==> src/rtl/spi_sb_if.sv <==
// ---------------------------------------------------------------------------
// spi_sb_if
// System-bus port of the iCE40 SB_SPI hard IP.
//   sb_stb   : strobe (SBSTBI)        sb_rw    : 1=write, 0=read (SBRWI)
//   sb_adr   : register address       sb_dat_o : write data (SBDATI)
//   sb_dat_i : read data (SBDATO)     sb_ack   : acknowledge (SBACKO)
// The master modport is the sequencer; the slave modport is SB_SPI (or a
// model of it).
// ---------------------------------------------------------------------------
interface spi_sb_if;
  logic       sb_stb;
  logic       sb_rw;
  logic [7:0] sb_adr;
  logic [7:0] sb_dat_o;
  logic [7:0] sb_dat_i;
  logic       sb_ack;

  modport master (
    output sb_stb, sb_rw, sb_adr, sb_dat_o,
    input  sb_dat_i, sb_ack
  );

  modport slave (
    input  sb_stb, sb_rw, sb_adr, sb_dat_o,
    output sb_dat_i, sb_ack
  );
endinterface

==> src/rtl/spi_sb_sequencer.sv <==
// ---------------------------------------------------------------------------
// spi_sb_sequencer
// Runs the iCE40 SB_SPI hard IP as an SPI master over its system bus.
// After reset it programs CR1, CR2, BR and CSR once, then converts a byte
// stream with frame markers into chip-select / TXDR / RXDR transactions.
//
// Ports:
//   clk, rst_n        : clock (also SBCLKI) and asynchronous active-low reset
//   sb                : system bus to SB_SPI (spi_sb_if.master)
//   tx_data/tx_last   : byte to shift out and end-of-frame flag
//   tx_valid/tx_ready : byte handshake (accepted when both are 1)
//   rx_data/rx_valid  : received byte, rx_valid is a one-cycle pulse
//   init_done         : register setup finished
//   busy              : frame in progress
//   error             : sticky bus timeout
//
// Optional feature: define SPI_SEQ_TIMEOUT_EN to abort a bus access after
// 255 cycles without acknowledge. Without it the sequencer waits forever
// and error is constant 0.
// ---------------------------------------------------------------------------
module spi_sb_sequencer #(
  parameter logic [3:0] BUS_ADDR74 = 4'b0000,
  parameter logic [5:0] CLK_DIV    = 6'd3,
  parameter logic       CPOL       = 1'b0,
  parameter logic       CPHA       = 1'b0,
  parameter logic [3:0] CS_MASK    = 4'b0001
) (
  input  logic       clk,
  input  logic       rst_n,
  spi_sb_if.master   sb,
  input  logic [7:0] tx_data,
  input  logic       tx_last,
  input  logic       tx_valid,
  output logic       tx_ready,
  output logic [7:0] rx_data,
  output logic       rx_valid,
  output logic       init_done,
  output logic       busy,
  output logic       error
);

  localparam logic [3:0] REG_CR1  = 4'h9;
  localparam logic [3:0] REG_CR2  = 4'hA;
  localparam logic [3:0] REG_BR   = 4'hB;
  localparam logic [3:0] REG_SR   = 4'hC;
  localparam logic [3:0] REG_TXDR = 4'hD;
  localparam logic [3:0] REG_RXDR = 4'hE;
  localparam logic [3:0] REG_CSR  = 4'hF;

  localparam logic [7:0] CR2_VAL    = {1'b1, 1'b0, 3'b000, CPOL, CPHA, 1'b0};
  localparam logic [7:0] BR_VAL     = {2'b00, CLK_DIV};
  localparam logic [7:0] CS_ON_VAL  = {4'h0, 4'hF & ~CS_MASK};
  localparam logic [7:0] CS_OFF_VAL = 8'h0F;

  typedef enum logic [3:0] {
    INIT_CR1, INIT_CR2, INIT_BR, INIT_CSR,
    IDLE, CS_ON, POLL_TRDY, WR_TX, POLL_RRDY, RD_RX, IN_FRAME, CS_OFF
  } state_t;

  state_t     state_q, state_d;
  logic       stb_q, stb_d;
  logic       rw_q, rw_d;
  logic [7:0] adr_q, adr_d;
  logic [7:0] dat_q, dat_d;
  logic       tx_ready_q, tx_ready_d;
  logic [7:0] rx_data_q, rx_data_d;
  logic       rx_valid_q, rx_valid_d;
  logic       init_done_q, init_done_d;
  logic       busy_q, busy_d;
  logic       accept;

  // Byte latched on acceptance; only meaningful once a byte was taken.
  logic [7:0] byte_q;
  logic       last_q;

`ifdef SPI_SEQ_TIMEOUT_EN
  logic [7:0] tmo_q, tmo_d;
  logic       error_q, error_d;
`endif

  // Bus access owned by the current state.
  logic       op_req;
  logic       op_rw;
  logic [3:0] op_reg;
  logic [7:0] op_wdat;

  always_comb begin
    op_req  = 1'b1;
    op_rw   = 1'b1;
    op_reg  = 4'h0;
    op_wdat = 8'h00;
    case (state_q)
      INIT_CR1:  begin op_reg = REG_CR1;  op_wdat = 8'h80;      end
      INIT_CR2:  begin op_reg = REG_CR2;  op_wdat = CR2_VAL;    end
      INIT_BR:   begin op_reg = REG_BR;   op_wdat = BR_VAL;     end
      INIT_CSR:  begin op_reg = REG_CSR;  op_wdat = CS_OFF_VAL; end
      CS_ON:     begin op_reg = REG_CSR;  op_wdat = CS_ON_VAL;  end
      POLL_TRDY: begin op_rw  = 1'b0;     op_reg  = REG_SR;     end
      WR_TX:     begin op_reg = REG_TXDR; op_wdat = byte_q;     end
      POLL_RRDY: begin op_rw  = 1'b0;     op_reg  = REG_SR;     end
      RD_RX:     begin op_rw  = 1'b0;     op_reg  = REG_RXDR;   end
      CS_OFF:    begin op_reg = REG_CSR;  op_wdat = CS_OFF_VAL; end
      default:   op_req = 1'b0;
    endcase
  end

  always_comb begin
    state_d     = state_q;
    stb_d       = stb_q;
    rw_d        = rw_q;
    adr_d       = adr_q;
    dat_d       = dat_q;
    rx_data_d   = rx_data_q;
    rx_valid_d  = 1'b0;
    init_done_d = init_done_q;
    busy_d      = busy_q;
    accept      = 1'b0;
`ifdef SPI_SEQ_TIMEOUT_EN
    tmo_d       = tmo_q;
    error_d     = error_q;
`endif

    if (op_req) begin
      if (!stb_q) begin
        // Strobe is only raised from a low strobe, so an ack always leaves
        // at least one idle bus cycle before the next access.
        stb_d = 1'b1;
        rw_d  = op_rw;
        adr_d = {BUS_ADDR74, op_reg};
        dat_d = op_wdat;
`ifdef SPI_SEQ_TIMEOUT_EN
        tmo_d = 8'd0;
`endif
      end else if (sb.sb_ack) begin
        stb_d = 1'b0;
        case (state_q)
          INIT_CR1:  state_d = INIT_CR2;
          INIT_CR2:  state_d = INIT_BR;
          INIT_BR:   state_d = INIT_CSR;
          INIT_CSR:  state_d = IDLE;
          CS_ON:     state_d = POLL_TRDY;
          POLL_TRDY: if (sb.sb_dat_i[4]) state_d = WR_TX;
          WR_TX:     state_d = POLL_RRDY;
          POLL_RRDY: if (sb.sb_dat_i[3]) state_d = RD_RX;
          RD_RX: begin
            rx_data_d  = sb.sb_dat_i;
            rx_valid_d = 1'b1;
            state_d    = last_q ? CS_OFF : IN_FRAME;
          end
          CS_OFF: begin
            state_d = IDLE;
            busy_d  = 1'b0;
          end
          default: state_d = state_q;
        endcase
      end
`ifdef SPI_SEQ_TIMEOUT_EN
      else if (tmo_q == 8'd254) begin
        // 255th strobe cycle without ack: give up and release chip select.
        // A timeout on the release itself goes straight to IDLE.
        stb_d   = 1'b0;
        error_d = 1'b1;
        if (state_q == CS_OFF) begin
          state_d = IDLE;
          busy_d  = 1'b0;
        end else begin
          state_d = CS_OFF;
        end
      end else begin
        tmo_d = tmo_q + 8'd1;
      end
`endif
    end else if ((state_q == IDLE || state_q == IN_FRAME) && tx_valid && tx_ready_q) begin
      accept  = 1'b1;
      busy_d  = 1'b1;
      state_d = (state_q == IDLE) ? CS_ON : POLL_TRDY;
    end

    if (state_d == IDLE) init_done_d = 1'b1;
    tx_ready_d = (state_d == IDLE) || (state_d == IN_FRAME);
  end

  always_ff @(posedge clk or negedge rst_n) begin
    if (!rst_n) begin
      state_q     <= INIT_CR1;
      stb_q       <= 1'b0;
      rw_q        <= 1'b0;
      adr_q       <= 8'h00;
      dat_q       <= 8'h00;
      tx_ready_q  <= 1'b0;
      rx_data_q   <= 8'h00;
      rx_valid_q  <= 1'b0;
      init_done_q <= 1'b0;
      busy_q      <= 1'b0;
`ifdef SPI_SEQ_TIMEOUT_EN
      tmo_q       <= 8'd0;
      error_q     <= 1'b0;
`endif
    end else begin
      state_q     <= state_d;
      stb_q       <= stb_d;
      rw_q        <= rw_d;
      adr_q       <= adr_d;
      dat_q       <= dat_d;
      tx_ready_q  <= tx_ready_d;
      rx_data_q   <= rx_data_d;
      rx_valid_q  <= rx_valid_d;
      init_done_q <= init_done_d;
      busy_q      <= busy_d;
`ifdef SPI_SEQ_TIMEOUT_EN
      tmo_q       <= tmo_d;
      error_q     <= error_d;
`endif
    end
  end

  always_ff @(posedge clk) begin
    if (accept) begin
      byte_q <= tx_data;
      last_q <= tx_last;
    end
  end

  assign sb.sb_stb   = stb_q;
  assign sb.sb_rw    = rw_q;
  assign sb.sb_adr   = adr_q;
  assign sb.sb_dat_o = dat_q;
  assign tx_ready    = tx_ready_q;
  assign rx_data     = rx_data_q;
  assign rx_valid    = rx_valid_q;
  assign init_done   = init_done_q;
  assign busy        = busy_q;
`ifdef SPI_SEQ_TIMEOUT_EN
  assign error       = error_q;
`else
  assign error       = 1'b0;
`endif

endmodule

==> src/flat_wrapper.sv <==
// flat-port wrapper written by rule: the top's interface ports become plain ports
module spi_sb_sequencer_flat 
#(
  parameter logic [3:0] BUS_ADDR74 = 4'b0000,
  parameter logic [5:0] CLK_DIV    = 6'd3,
  parameter logic       CPOL       = 1'b0,
  parameter logic       CPHA       = 1'b0,
  parameter logic [3:0] CS_MASK    = 4'b0001
)
  (clk, rst_n, tx_data, tx_last, tx_valid, tx_ready, rx_data, rx_valid, init_done, busy, error, sb_sb_stb, sb_sb_rw, sb_sb_adr, sb_sb_dat_o, sb_sb_dat_i, sb_sb_ack);
  spi_sb_if sb_i ();
  input  logic clk;
  input  logic rst_n;
  input  logic [7:0] tx_data;
  input  logic tx_last;
  input  logic tx_valid;
  output logic tx_ready;
  output logic [7:0] rx_data;
  output logic rx_valid;
  output logic init_done;
  output logic busy;
  output logic error;
  output wire logic [$bits(sb_i.sb_stb)-1:0] sb_sb_stb;
  output wire logic [$bits(sb_i.sb_rw)-1:0] sb_sb_rw;
  output wire logic [$bits(sb_i.sb_adr)-1:0] sb_sb_adr;
  output wire logic [$bits(sb_i.sb_dat_o)-1:0] sb_sb_dat_o;
  input wire logic [$bits(sb_i.sb_dat_i)-1:0] sb_sb_dat_i;
  input wire logic [$bits(sb_i.sb_ack)-1:0] sb_sb_ack;
  assign sb_sb_stb = sb_i.sb_stb;
  assign sb_sb_rw = sb_i.sb_rw;
  assign sb_sb_adr = sb_i.sb_adr;
  assign sb_sb_dat_o = sb_i.sb_dat_o;
  assign sb_i.sb_dat_i = sb_sb_dat_i;
  assign sb_i.sb_ack = sb_sb_ack;
  spi_sb_sequencer #(.BUS_ADDR74(BUS_ADDR74), .CLK_DIV(CLK_DIV), .CPOL(CPOL), .CPHA(CPHA), .CS_MASK(CS_MASK)) u_core (.clk(clk), .rst_n(rst_n), .sb(sb_i), .tx_data(tx_data), .tx_last(tx_last), .tx_valid(tx_valid), .tx_ready(tx_ready), .rx_data(rx_data), .rx_valid(rx_valid), .init_done(init_done), .busy(busy), .error(error));
endmodule
==> config.mk <==
export PLATFORM = sky130hd
export DESIGN_NAME = spi_sb_sequencer_flat
export DESIGN_NICKNAME = d
export VERILOG_FILES = /design/src/rtl/spi_sb_if.sv /design/src/rtl/spi_sb_sequencer.sv /design/src/flat_wrapper.sv
export SDC_FILE = /design/constraint.sdc
export NUM_CORES = 1
export LEC_CHECK = 0
export CAP_MARGIN = 20
export CELL_PAD_IN_SITES_DETAIL_PLACEMENT = 0
export CELL_PAD_IN_SITES_GLOBAL_PLACEMENT = 2
export CORE_UTILIZATION = 30
export DETAILED_ROUTE_END_ITERATION = 8
export PLACE_DENSITY_LB_ADDON = 0.1
export REMOVE_ABC_BUFFERS = 1
export SYNTH_ARGS = -nofsm -noshare
export SYNTH_HDL_FRONTEND = slang
export SYNTH_SLANG_ARGS = --single-unit
export TNS_END_PERCENT = 10
==> constraint.sdc <==
create_clock -name clk -period 2.02 [get_ports clk]
set_input_delay 0.202 -clock clk [delete_from_list [all_inputs] [get_ports clk]]
set_output_delay 0.202 -clock clk [all_outputs]
set_load 0.02 [all_outputs]
# ---- Yosys cells after proc, flatten, opt, wreduce, memory -nomap -nowiden
# Cells that the tools add are included.
dict set report word_totals {
  out_inout_bits 31
  inputBits 21
  reg_bits 39
  elab_cells 70
}
dict set report op_classes {
  bitwise_logic 1
  n_mux 26
  n_eq_ne 16
  reduce_logical 15
}
# cell count
set ops {}
lappend ops {{one-hot mux 8 bit (5 select lines)} 1}
lappend ops {{one-hot mux 4 bit (9 select lines)} 1}
lappend ops {{one-hot mux 4 bit (7 select lines)} 1}
lappend ops {{two-way mux 4 bit} 6}
lappend ops {{equality test 4 x 3 -> 1 bit, second input constant} 5}
lappend ops {{equality test 4 bit, second input constant} 5}
lappend ops {{two-way mux 1 bit} 16}
lappend ops {{OR reduction 10 bit} 1}
lappend ops {{equality test 4 x 2 -> 1 bit, second input constant} 2}
lappend ops {{AND reduction 4 bit} 2}
lappend ops {{OR reduction 2 bit} 3}
lappend ops {{OR reduction 3 bit} 2}
lappend ops {{equality test 4 x 1 -> 1 bit, second input constant} 1}
lappend ops {{zero test 4 bit} 1}
lappend ops {{!= test 2 bit, second input constant} 2}
lappend ops {{logical AND 1 bit} 2}
lappend ops {{logical OR 1 bit} 2}
lappend ops {{two-way mux 2 bit} 1}
lappend ops {{!= test 2 x 1 -> 1 bit, second input constant} 1}
lappend ops {{AND reduction 2 bit} 1}
lappend ops {{nonzero test 2 bit} 1}
lappend ops {{NOT 1 bit} 1}

# ---- Depth between registers and ports, before layout
# Gate-level depths: netlist (run 1).
dict set report depth {
  ltp_word 8
  ltp_mapped 6
}

# ---- Worst setup path after synthesis (run 1)
# OpenSTA, ideal clock, no wires.
dict set report synth_path {
  kind {register -> register}
  startpoint {register u_core.state_q[1]}
  endpoint {register u_core.byte_q[0], enable pin}
  path_slack_ns 0.212
  arrival_ns 1.433
  stages_incl_launch_ff 5
  n_path_buf 1
  t_required_ns 1.644
  path_cell_list {dfrtp_1 > buf_4 > nor3b_1 > a21oi_1 > nor2_1}
}
dict set report synth_between {
  elab_chain_len 6
  elab_cells_between_ends 19
}
# item line_no
set synth_rtl {}
lappend synth_rtl {{start, declared} spi_sb_sequencer.sv:60} ;# state_t state_q, state_d;
lappend synth_rtl {{start signal, assigned} spi_sb_sequencer.sv:200} ;# state_q <= state_d;
lappend synth_rtl {{branches (longest 5 deep; another with OR reduction 10 bit)} --}
lappend synth_rtl {{two-way mux 1 bit *} spi_sb_sequencer.sv:123} ;# if (op_req) begin
lappend synth_rtl {{via u_core.accept} spi_sb_sequencer.sv:70} ;# logic accept;
lappend synth_rtl {{end signal, assigned} spi_sb_sequencer.sv:219} ;# byte_q <= tx_data;
lappend synth_rtl {{end, declared} spi_sb_sequencer.sv:73} ;# logic [7:0] byte_q;
# Mark *: on every way through the listed nets, which the timed path passes.
# A chain may end at the register's enable or synchronous reset.

# ---- Worst setup path after layout (run 1)
dict set report layout_path {
  startpoint {register u_core.state_q[2]}
  endpoint {register u_core.dat_q[2], in the netlist u_core.sb.sb_dat_o[2]}
}
dict set report layout_between {
  elab_chain_len 4
  elab_cells_between_ends 16
}
# item line_no
set layout_rtl {}
lappend layout_rtl {{equality test 4 x 1 -> 1 bit, or another cell as far along} spi_sb_sequencer.sv:92} ;# case (state_q)
lappend layout_rtl {{OR reduction 10 bit (no source line)} --}
lappend layout_rtl {{two-way mux 1 bit} spi_sb_sequencer.sv:92}
lappend layout_rtl {{AND reduction 2 bit (no source line)} --}
lappend layout_rtl {{end signal, assigned} spi_sb_sequencer.sv:204} ;# dat_q <= dat_d;
lappend layout_rtl {{end, declared} spi_sb_sequencer.sv:64} ;# logic [7:0] dat_q, dat_d;
# Several ways; a longest one is shown, not always the timed one.

==> flow_summary.json, run 1 <==
{
  "synth_area_per_cell_um2": 12.9,
  "period_share": 0.858,
  "r2r_setup_slack_ps": 290,
  "post_cts_resized": 0,
  "criticalPathCategory": "register to register",
  "yosysMostFrequentCell": "dfrtp_1",
  "nFillCells": 518,
  "antenna_found_initial": 0,
  "dp_hpwl_um": 2910,
  "drc_errors": 0,
  "synthSimpleGateAreaFrac": 0.122,
  "synth_fa_ha_area_frac": 0,
  "synthArstFlopShare": 0.769,
  "synth-edff-count": 9,
  "num_antenna_cells": 0,
  "power_density_nw_per_um2": 1570,
  "regArea_um2": 1020,
  "rr_startpoint": "u_core.state_q[2]$_DFF_PN0_",
  "synth_seq_cells": 39,
  "grt_usage": 0.141,
  "via_count": 1296,
  "grt_max_degree": 31,
  "syn_area_um2": 1790,
  "reg2reg_depth": 4,
  "initialDrtViolationCount": 52,
  "grt_overflow": 0,
  "hold_viol_final": 0,
  "grt_pass1_vias": 1326,
  "synthTopCellsByCount": "dfrtp_1, buf_4, mux2_2, edfxtp_1",
  "root_buffer": "clkbuf_8",
  "clock_sinks": 39,
  "clk_latency_ps": 290,
  "gp_congestion": 0.697,
  "via_per_inst": 4.85,
  "syn2layout_area_growth_pct": 37.5,
  "synth-compound-area-share": 0.176,
  "crit_fanout": 14,
  "cts_tree": "done",
  "drive_above_1_share": 0.200,
  "syn_inst": 139,
  "r2r-end": "u_core.sb.sb_dat_o[2]$_DFFE_PN0P_",
  "final_nets": 215,
  "multiInputGateArea_um2": 684,
  "finalSetupViolations": 0,
  "timing.hold.ws_ps": 299,
  "postCtsSetupBuffers": 0,
  "die_w_um": 79.3,
  "synth.distinct_cells": 47,
  "clock.fmax_mhz": 577,
  "leakagePower_nw": 1.00,
  "rsz0062_at_grt": "false",
  "cp-end-kind": "register",
  "grt_pass1_wl_um": 6760,
  "netlist.area_leader.share": 0.418,
  "setup_tns_ps": 0,
  "period_minus_slack_ps": 1730,
  "io_pins": 52,
  "required_ps": 2200,
  "cts.clk_slew.worst_paths_ps": 80,
  "h-tree-depth": 2,
  "status": "complete, no violations",
  "route.final.wire_length_um": 4100,
  "design.die.area_um2": 6290,
  "rows": 27,
  "clock_path_buffers": 2,
  "yosys_warnings": 0,
  "yosysSeqAreaShare": 0.569,
  "slew_viol_final": 0,
  "start_util": 0.318,
  "hp-class": "input port to asynchronous set/reset pin",
  "fin_skew_ps": 9.37,
  "final_antenna_net_count": 0,
  "synth-xor-area-share": 0.00488,
  "synth_ff_type": "dfrtp_1",
  "die-height_um": 79.3,
  "cts_made_buffers": 5,
  "synth.largest_area_cell": "dfrtp_1",
  "synth.area.top_cells": "dfrtp_1, edfxtp_1, mux2_2, buf_4, a22o_1",
  "synth_top_family_by_area": "compound AO/OA/AOI/OAI gates",
  "dr.pass1.iters": 4,
  "startpoint_type": "register",
  "portBuffers": 46,
  "post-route-util": 0.437,
  "cp.arrival_ps": 1910,
  "wl_per_cell_um": 15.4,
  "muxShareOfSynthArea": 0.0683,
  "maxCapViolations": 0,
  "irDropWorstVdd_mv": 0.508,
  "holdBufCountCts": 0,
  "core_area_um2": 5640
}
==> logic make-up after synthesis <==
family	after synthesis
XOR/XNOR	1
AO/OA/AOI/OAI	38
multiplexers	11
other	1
buffers and inverters	17
AND/OR/NAND/NOR	32
flip-flops	39
==> how the worst max path moves through the flow <==
stage,start,endpoint,slack (ps)
after CTS,u_core.state_q[2]$_DFF_PN0_,u_core.sb.sb_dat_o[3]$_DFFE_PN0P_,290
after global placement,u_core.state_q[1]$_DFF_PN0_,u_core.byte_q[4]$_DFFE_PP_,320
after detailed placement,sb_sb_ack,u_core.rx_data[2]$_DFFE_PN0P_,280
after floorplan,u_core.state_q[2]$_DFF_PN0_,u_core.byte_q[0]$_DFFE_PP_,-40
after global routing,u_core.state_q[1]$_DFF_PN0_,u_core.byte_q[7]$_DFFE_PP_,210
final,u_core.state_q[2]$_DFF_PN0_,u_core.sb.sb_dat_o[2]$_DFFE_PN0P_,290
==> final cells by class <==
cell class	instances	share of cell area
clock inverters	2	0.0152
clock buffers	6	0.0294
flip-flops and latches	39	0.414
inverters	3	0.00456
repair buffers	58	0.223
well taps	72	0.0365
multi-input cells	87	0.277
==> per-layer routing <==
layer,global-route usage,wire (µm),vias up
li1,-,-,614
met1,0.194,1950,644
met2,0.217,1920,34
met3,0.0356,188,4
met4,0.0382,40,0
met5,0,0,-
==> sequential cells by signal, indices dropped and copies added, names as in the netlist <==
| register | cells |
|---|---|
| u_core.last_q | 1 |
| u_core.state_q | 4 |
| u_core.sb.sb_dat_o | 8 |
| u_core.sb.sb_stb | 1 |
| u_core.byte_q | 8 |
| u_core.sb.sb_adr | 4 |
| u_core.sb.sb_rw | 1 |
| u_core.init_done | 1 |
| u_core.tx_ready | 1 |
| u_core.rx_valid | 1 |
| u_core.rx_data | 8 |
| u_core.busy | 1 |
==> power breakdown <==
group          internal [mW]  leakage (nW)  switching (mW)  total, mW
Clock                  0.369        0.0514           0.279      0.647
Combinational          0.953         0.508           0.989       1.94
Sequential              1.06         0.445           0.227       1.29
==> per-stage QoR <==
stage	setup WS (ps)	cell area (µm²)	instances	power, mW
finish	288	2470	267	3.88
global route	215	2470	267	4.12
CTS	289	2470	267	3.93
detailed placement	282	2360	259	3.26
global placement	316	2360	259	3.23
floorplan	-39.3	1720	129	2.40
==> worst max-delay path, stage by stage (launching register included) <==
cell	delay (ps)
dfrtp_1	510
buf_4	250
o21ai_4	270
nand3_4	190
a221o_1	380
==> layout by cell type (no fill, tap or decap), types with 2 or more instances in the layout <==
cell type,netlist,routed
conb_1,1,5
a31oi_1,3,3
mux2_2,10,10
nor3_1,2,2
a221o_1,2,2
o22ai_1,2,2
edfxtp_1,9,9
a21boi_0,2,2
dfrtp_1,30,30
clkdlybuf4s50_1,0,46
clkbuf_8,0,5
a21oi_1,8,8
buf_4,10,12
inv_1,3,3
a22o_1,5,5
nor2_1,3,3
nor2b_1,3,3
nand2_1,8,8
o22a_1,3,3
nand2b_1,4,4
Power figures use the tool's default switching activity.
==> run 2, diff against run 1 <==
--- a/config.mk
+++ b/config.mk
@@ -10,6 +10,7 @@
 export CELL_PAD_IN_SITES_GLOBAL_PLACEMENT = 2
 export CORE_UTILIZATION = 30
 export DETAILED_ROUTE_END_ITERATION = 8
+export GPL_ROUTABILITY_DRIVEN = 0
 export PLACE_DENSITY_LB_ADDON = 0.1
 export REMOVE_ABC_BUFFERS = 1
 export SYNTH_ARGS = -nofsm -noshare
==> results of run 2 <==
Same layout as run 1: the final DEF is identical, and so are final timing and power.
==> run 3, diff against run 2 <==
--- a/config.mk
+++ b/config.mk
@@ -8,7 +8,8 @@
 export CAP_MARGIN = 20
 export CELL_PAD_IN_SITES_DETAIL_PLACEMENT = 0
 export CELL_PAD_IN_SITES_GLOBAL_PLACEMENT = 2
-export CORE_UTILIZATION = 30
+export CORE_UTILIZATION = 32
+export CTS_BUF_LIST = sky130_fd_sc_hd__clkbuf_4 sky130_fd_sc_hd__clkbuf_8
 export DETAILED_ROUTE_END_ITERATION = 8
 export GPL_ROUTABILITY_DRIVEN = 0
 export PLACE_DENSITY_LB_ADDON = 0.1
==> constraint.sdc (replaced) <==
create_clock -name clk -period 2.02 [get_ports clk]
set_input_delay 0.202 -clock clk [delete_from_list [all_inputs] [get_ports clk]]
set_output_delay 0.202 -clock clk [all_outputs]
set_load 0.1 [all_outputs]
==> run 3 against run 2 <==
  * Critical path depth up 1
  * Critical path type unchanged
  * Global-route usage up 1.1 points
  * Largest cell class unchanged
  * Wire length down 1.8%
  * Worst setup slack worse by 23 ps
==> flow_summary.json, run 3 (synthesis results as in run 1) <==
{
  "cts_tree": "done",
  "period_share": 0.869,
  "portBuffers": 46,
  "nFillCells": 484,
  "status": "complete, no violations",
  "cp.arrival_ps": 1750,
  "die-height_um": 76.9,
  "reg2reg_depth": 5,
  "final_cell_mix": "buf_4, dfrtp_1, clkdlybuf4s50_1",
  "grt_overflow": 0,
  "regArea_um2": 1020,
  "r2r_setup_slack_ps": 260,
  "postCtsSetupBuffers": 0,
  "finalSetupViolations": 0,
  "root_buffer": "clkbuf_8",
  "die_w_um": 76.9,
  "via_per_inst": 4.86,
  "grt_pass1_wl_um": 6880,
  "design.die.area_um2": 5910,
  "drc_errors": 0,
  "slew_viol_final": 0,
  "grt_max_degree": 31,
  "final_antenna_net_count": 0,
  "period_minus_slack_ps": 1760,
  "max_stage_delay_ps": 530,
  "final_common_cell": "buf_4",
  "grt_pass1_vias": 1356,
  "post_cts_resized": 0,
  "rows": 26,
  "post-route-util": 0.459,
  "hold_viol_final": 0,
  "dr.pass1.iters": 4,
  "maxCapViolations": 0,
  "wl_per_cell_um": 15.1,
  "r2r-end": "u_core.byte_q[2]$_DFFE_PP_",
  "cp-end-kind": "register",
  "clk_latency_ps": 290,
  "via_count": 1292,
  "drive_above_1_share": 0.337,
  "h-tree-depth": 2,
  "num_antenna_cells": 0,
  "crit_chain": "buf_4, nor3b_1, a21oi_1, nor2_1, buf_4",
  "clock.fmax_mhz": 570,
  "dp_hpwl_um": 2870,
  "initialDrtViolationCount": 51,
  "route.final.wire_length_um": 4030,
  "rsz0062_at_grt": "false",
  "clock_sinks": 39,
  "holdBufCountCts": 0,
  "rr_startpoint": "u_core.state_q[1]$_DFF_PN0_",
  "clock_path_buffers": 2,
  "io_pins": 52,
  "core_area_um2": 5240,
  "path_common_cell": "buf_4",
  "fin_skew_ps": 6.25,
  "hp-class": "input port to asynchronous set/reset pin",
  "criticalPathCategory": "register to register",
  "start_util": 0.343,
  "cp_slowest_cell": "dfrtp_1",
  "multiInputGateArea_um2": 684,
  "antenna_found_initial": 0,
  "cts.clk_slew.worst_paths_ps": 80,
  "cts_made_buffers": 5,
  "crit_fanout": 10,
  "required_ps": 2020,
  "grt_usage": 0.152,
  "syn2layout_area_growth_pct": 34.0,
  "worstMarginPinSlew_ps": 524,
  "startpoint_type": "register",
  "final_nets": 216,
  "relSlewSlack": 0.651
}
## run 3: per-stage QoR
| step | instance area (µm²) | hold slack, ps | worst slack, ps | TNS (ps) | cells |
|---|---|---|---|---|---|
| floorplan | 1720 | -93.6 | -39.2 | -600 | 129 |
| global placement | 2300 | 450 | 289 | 0 | 258 |
| detailed placement | 2300 | 453 | 258 | 0 | 258 |
| CTS | 2400 | 311 | 258 | 0 | 266 |
| global route | 2400 | 338 | 61.8 | 0 | 266 |
| finish | 2400 | 302 | 265 | 0 | 266 |
## run 3: routing by layer
metal  GRT usage  part of all wire  up-vias
met5           0                 0        -
met4      0.0577             0.015        0
met3      0.0393             0.050        6
met2       0.241              0.49       44
met1       0.197              0.44      629
li1            -                 -      613
## run 3: critical path, delay by kind of cell, from the launching register on
kind,cells,cell delay (ps)
DFF,1,530
buffers and inverters,2,420
and+or+nand+nor,2,400
AOI/OAI and AO/OA,1,110
## run 3: worst max path at each step
stage | from | to | slack (ps) | cells after the start
floorplan | u_core.state_q[2]$_DFF_PN0_ | u_core.byte_q[0]$_DFFE_PP_ | -40 | 3
global placement | u_core.state_q[1]$_DFF_PN0_ | u_core.byte_q[5]$_DFFE_PP_ | 290 | 5
detailed placement | sb_sb_ack | u_core.rx_data[5]$_DFFE_PN0P_ | 260 | 4
CTS | u_core.state_q[1]$_DFF_PN0_ | u_core.byte_q[3]$_DFFE_PP_ | 260 | 4
global route | u_core.state_q[1]$_DFF_PN0_ | u_core.byte_q[2]$_DFFE_PP_ | 60 | 5
finish | u_core.state_q[1]$_DFF_PN0_ | u_core.byte_q[2]$_DFFE_PP_ | 260 | 5
## run 3: cell type report
class	count	area share
Multi-Input combinational cell	87	0.285
Inverter	3	0.00468
Clock inverter	3	0.0161
Timing Repair Buffer	59	0.205
Sequential cell	39	0.425
Tap cell	70	0.0364
Clock buffer	5	0.0286
Power of run 3 is left out: the tool's default activity adds up to more than one toggle a clock period on the data nets, which glitch-free logic cannot reach.
